`config.mk`:
```
export PLATFORM = sky130hd
export DESIGN_NAME = data_bus_initiator
export DESIGN_NICKNAME = d
export VERILOG_FILES = /design/src/rtl/data_bus_initiator.sv
export SDC_FILE = /design/constraint.sdc
export NUM_CORES = 1
export LEC_CHECK = 0
export ABC_AREA = 1
export CAP_MARGIN = 30
export CORE_AREA = 4 4 106 108
export DETAILED_ROUTE_END_ITERATION = 8
export DIE_AREA = 0 0 110 112
export PLACE_DENSITY = 0.74
export SLEW_MARGIN = 5
export SYNTH_ARGS = -nofsm -noshare
export SYNTH_HDL_FRONTEND = slang
export SYNTH_SLANG_ARGS = --single-unit
```
`constraint.sdc`:
```
create_clock -name clk -period 3.2 [get_ports clk]
set_input_delay 0.96 -clock clk [delete_from_list [all_inputs] [get_ports clk]]
set_output_delay 0.96 -clock clk [all_outputs]
set_load 0.05 [all_outputs]
```
`src/rtl/data_bus_initiator.sv`:
```
// Single-outstanding bus initiator: accepts one command, issues a one-cycle request,
// waits for grant plus read-valid (or a timeout) and holds the response until consumed.
module data_bus_initiator #(
  parameter int DATA_WIDTH     = 32,
  parameter int ADDR_WIDTH     = 10,
  parameter int TIMEOUT_CYCLES = 255
) (
  input  logic                    clk,
  input  logic                    reset,
  input  logic                    cmd_valid_i,
  output logic                    cmd_ready_o,
  input  logic [ADDR_WIDTH-1:0]   cmd_addr_i,
  input  logic                    cmd_we_i,
  input  logic [DATA_WIDTH/8-1:0] cmd_be_i,
  input  logic [DATA_WIDTH-1:0]   cmd_wdata_i,
  output logic                    rsp_valid_o,
  input  logic                    rsp_ready_i,
  output logic [DATA_WIDTH-1:0]   rsp_rdata_o,
  output logic                    rsp_err_o,
  output logic                    data_req_o,
  output logic [ADDR_WIDTH-1:0]   data_addr_o,
  output logic                    data_we_o,
  output logic [DATA_WIDTH/8-1:0] data_be_o,
  output logic [DATA_WIDTH-1:0]   data_wdata_o,
  input  logic                    data_gnt_i,
  input  logic                    data_rvalid_i,
  input  logic [DATA_WIDTH-1:0]   data_rdata_i,
  output logic                    busy_o
);

  typedef enum logic [1:0] {IDLE, ISSUE, WAIT, RESP} state_t;

  // Timer holds the number of WAIT cycles already finished, so the last allowed
  // WAIT cycle is the one that sees TIMEOUT_CYCLES-1.
  localparam logic [15:0] LAST_WAIT = 16'(TIMEOUT_CYCLES - 1);

  state_t      state_q, state_d;
  logic        gnt_seen_q;
  logic [15:0] timer_q;
  logic        done;
  logic        timed_out;

  assign done      = data_rvalid_i && (data_gnt_i || gnt_seen_q);
  assign timed_out = (timer_q == LAST_WAIT);

  assign cmd_ready_o = (state_q == IDLE);
  assign data_req_o  = (state_q == ISSUE);
  assign rsp_valid_o = (state_q == RESP);
  assign busy_o      = (state_q != IDLE);

  // NOTE: next state defaults to the current state before the case, so no path leaves it unassigned (no latch).
  always_comb begin
    state_d = state_q;
    case (state_q)
      IDLE:    if (cmd_valid_i) state_d = ISSUE;
      ISSUE:   state_d = WAIT;
      WAIT:    if (done || timed_out) state_d = RESP;
      RESP:    if (rsp_ready_i) state_d = IDLE;
      default: state_d = IDLE;
    endcase
  end

  // NOTE: registers use non-blocking assignments so every flop samples pre-edge values.
  always_ff @(posedge clk) begin
    if (reset) state_q <= IDLE;
    else       state_q <= state_d;
  end

  always_ff @(posedge clk) begin
    if (reset) begin
      data_addr_o  <= '0;
      data_we_o    <= 1'b0;
      data_be_o    <= '0;
      data_wdata_o <= '0;
      rsp_rdata_o  <= '0;
      rsp_err_o    <= 1'b0;
      gnt_seen_q   <= 1'b0;
      timer_q      <= '0;
    end else begin
      case (state_q)
        IDLE: if (cmd_valid_i) begin
          data_addr_o  <= cmd_addr_i;
          data_we_o    <= cmd_we_i;
          data_be_o    <= cmd_be_i;
          data_wdata_o <= cmd_wdata_i;
          gnt_seen_q   <= 1'b0;
          timer_q      <= '0;
        end
        WAIT: begin
          gnt_seen_q <= gnt_seen_q | data_gnt_i;
          timer_q    <= timer_q + 16'd1;
          // Completion wins over a timeout landing in the same cycle.
          if (done) begin
            rsp_err_o   <= 1'b0;
            rsp_rdata_o <= data_we_o ? '0 : data_rdata_i;
          end else if (timed_out) begin
            rsp_err_o   <= 1'b1;
            rsp_rdata_o <= '0;
          end
        end
        default: ;
      endcase
    end
  end

endmodule

```
==> metrics.txt <==
fin nets 814; Post-synth EDFFs 0; Root Driver clkbuf_8; endpoint class of the critical path output port; pwr/cell area 781 nW/um2; post-CTS setup buffers 0; Syn Std Cell Area 4030 um2; CTS Buffer Depth 2; CP Data Arrival Time 1980 ps; DR WL/cell 13.1 um; Worst Path Required 2240 ps; syn nets 660; unique cell type count in the Yosys netlist 29; FILL cells 957; actual slew at the worst max-slew pin 587 ps; Ports 169; antenna viol nets, final 0; Worst Hold Class flop to flop; number of global-route vias before repair 3959; pin count of the biggest net entering global routing 64; setup slack after placement 496 ps; initial DRC count 242; crit-path max FO 4; gpl congestion 0.769; leak pwr 0.00238 uW; relative slew slack 0.608; first-pass GRT wire length 18.5 mm; CTS tree built; Synth Register Bits 99; yosys synthesis warning count 0; clk_lat worst skew 350 ps; DR pass1 iterations 5; die area 12300 um2; post_cts resized 0; RSZ-0062 raised after global routing false; setup total negative slack 0 ps; share of layout cells above drive strength 1 0.0509; count of final hold-check violations 0; core area 10200 um2; hpwl dp 8.32 mm; critical path class flop to output port; Worst-path clk slew 100 ps; setup slack after layout 261 ps; # setup viols final 0; htree depth 3; asr flop ratio synth 0; worst ir drop on vdd 0.000440 V; Worst Setup Start Kind flop; MaxCap Viol Count 0; Syn Area/Cell 7.09 um2; max-slew violation count 0; commonest cells in the netlist 184 x nor2_1, 99 x dfxtp_1, 94 x nand2_1; detailed-route DRC error count 0; Post-Syn Instances 569; Area Overhead vs Synth 48.5%; synth top area cells dfxtp_1 49%, nor2_1 17%, nand2_1 8.7%; antenna cell count 0; Synth Flop Type dfxtp_1; run status completed; # rows 37; hold_buf cts 0; Sink Count 99; Global Route Usage Sum 0.185; Inserted Clock Buffers 9; FMAX 340 MHz; Yosys top cell by area dfxtp_1; initial antenna violation count 0; final wirelength 11.3 mm; Die Y 112 um; die span in x 110 um; Synth top area share 0.491; grt ovf 0; period utilization 0.918; Starting Density 0.394; clk_skew 10.6 ps; Tmin final 2940 ps; PortBufs 168; most frequent cell after synthesis nor2_1; routed vias/inst 4.73; sequential area share after synthesis 0.491; via count 4082
[layout by cell type (no fill, tap or decap), types with 10 or more instances in the layout]
master	synthesis	routed
nand2_1	94	94
o21ai_0	56	56
a21oi_1	11	11
inv_1	22	22
nand3_1	39	39
clkbuf_8	0	10
dfxtp_1	99	99
clkdlybuf4s50_1	0	168
nor2_1	184	183
[per-stage QoR]
| stage | std cells | total power, uW | util | area (um2) | hold slack, ps |
|---|---|---|---|---|---|
| 2_1_floorplan | 569 | 3190 | - | 4030 | 443 |
| 3_3_place_gp | 848 | 3900 | 0.566 | 5800 | 449 |
| 3_5_place_dp | 848 | 3930 | 0.566 | 5800 | 461 |
| 4_1_cts | 863 | 4730 | 0.585 | 5990 | 483 |
| 5_1_grt | 863 | 4970 | 0.585 | 5990 | 501 |
| 6_report | 863 | 4680 | 0.585 | 5990 | 481 |
[state kept, by name, summed over array words and instances (netlist names)]
| register | flops |
|---|---|
| data_wdata_o | 32 |
| rsp_rdata_o | 32 |
| timer_q | 16 |
| data_addr_o | 10 |
| data_be_o | 4 |
| state_q | 2 |
| data_we_o | 1 |
| gnt_seen_q | 1 |
| rsp_err_o | 1 |
[worst max-delay path, cell delays in order (launching register included)]
cell,delay [ps]
dfxtp_1,400
inv_1,80
ha_1,220
inv_1,110
clkdlybuf4s50_1,820
[routing by layer]
layer  track usage  routed length (um)  up-vias
met3        0.0597                 927       21
met2         0.317                5540      127
li1              -                   -     2098
met5             0                   0        -
met4        0.0823                 285        0
met1         0.205                4540     1836
[power breakdown]
part / switching, uW / leakage [uW] / internal, uW
sequential: 130 / 0.000810 / 1470
clock: 415 / 0.0000954 / 380
combinational: 1540 / 0.00147 / 743
total: 2090 / 0.00238 / 2590
[final cells by class]
cell class | instances | area [um2] | share of cell area
Tap cell | 136 | 170 | 0.0284
Multi-Input combinational cell | 410 | 1790 | 0.299
Clock inverter | 4 | 51.3 | 0.00857
Sequential cell | 99 | 1980 | 0.331
Timing Repair Buffer | 175 | 1750 | 0.292
Inverter | 28 | 106 | 0.0178
Clock buffer | 11 | 141 | 0.0236
[cells by family (layout without fill, tap and decap cells)]
family                   count (synthesis)  count (layout)  share of synthesized area
buffers and inverters                   60             218                     0.0652
AND/OR/NAND/NOR                        329             329                      0.328
adder cells (fa/ha/maj)                  6               6                     0.0186
flip-flops                              99              99                      0.491
AO/OA/AOI/OAI                           75              75                     0.0971
[final timing paths]
| kind | from | end | slack, ps | cells past startpoint |
|---|---|---|---|---|
| hold / removal | rsp_rdata_o[3]$_SDFFE_PP0P_ | rsp_rdata_o[3]$_SDFFE_PP0P_ | 480 | 2 |
| setup reg to reg | state_q[0]$_SDFFE_PP0P_ | timer_q[12]$_SDFFE_PP0P_ | 1130 | 9 |
| setup / recovery | state_q[1]$_SDFFE_PP0P_ | busy_o | 260 | 4 |
| hold reg to reg | rsp_rdata_o[3]$_SDFFE_PP0P_ | rsp_rdata_o[3]$_SDFFE_PP0P_ | 480 | 2 |
Note: power is estimated with default switching activity, not from simulation.
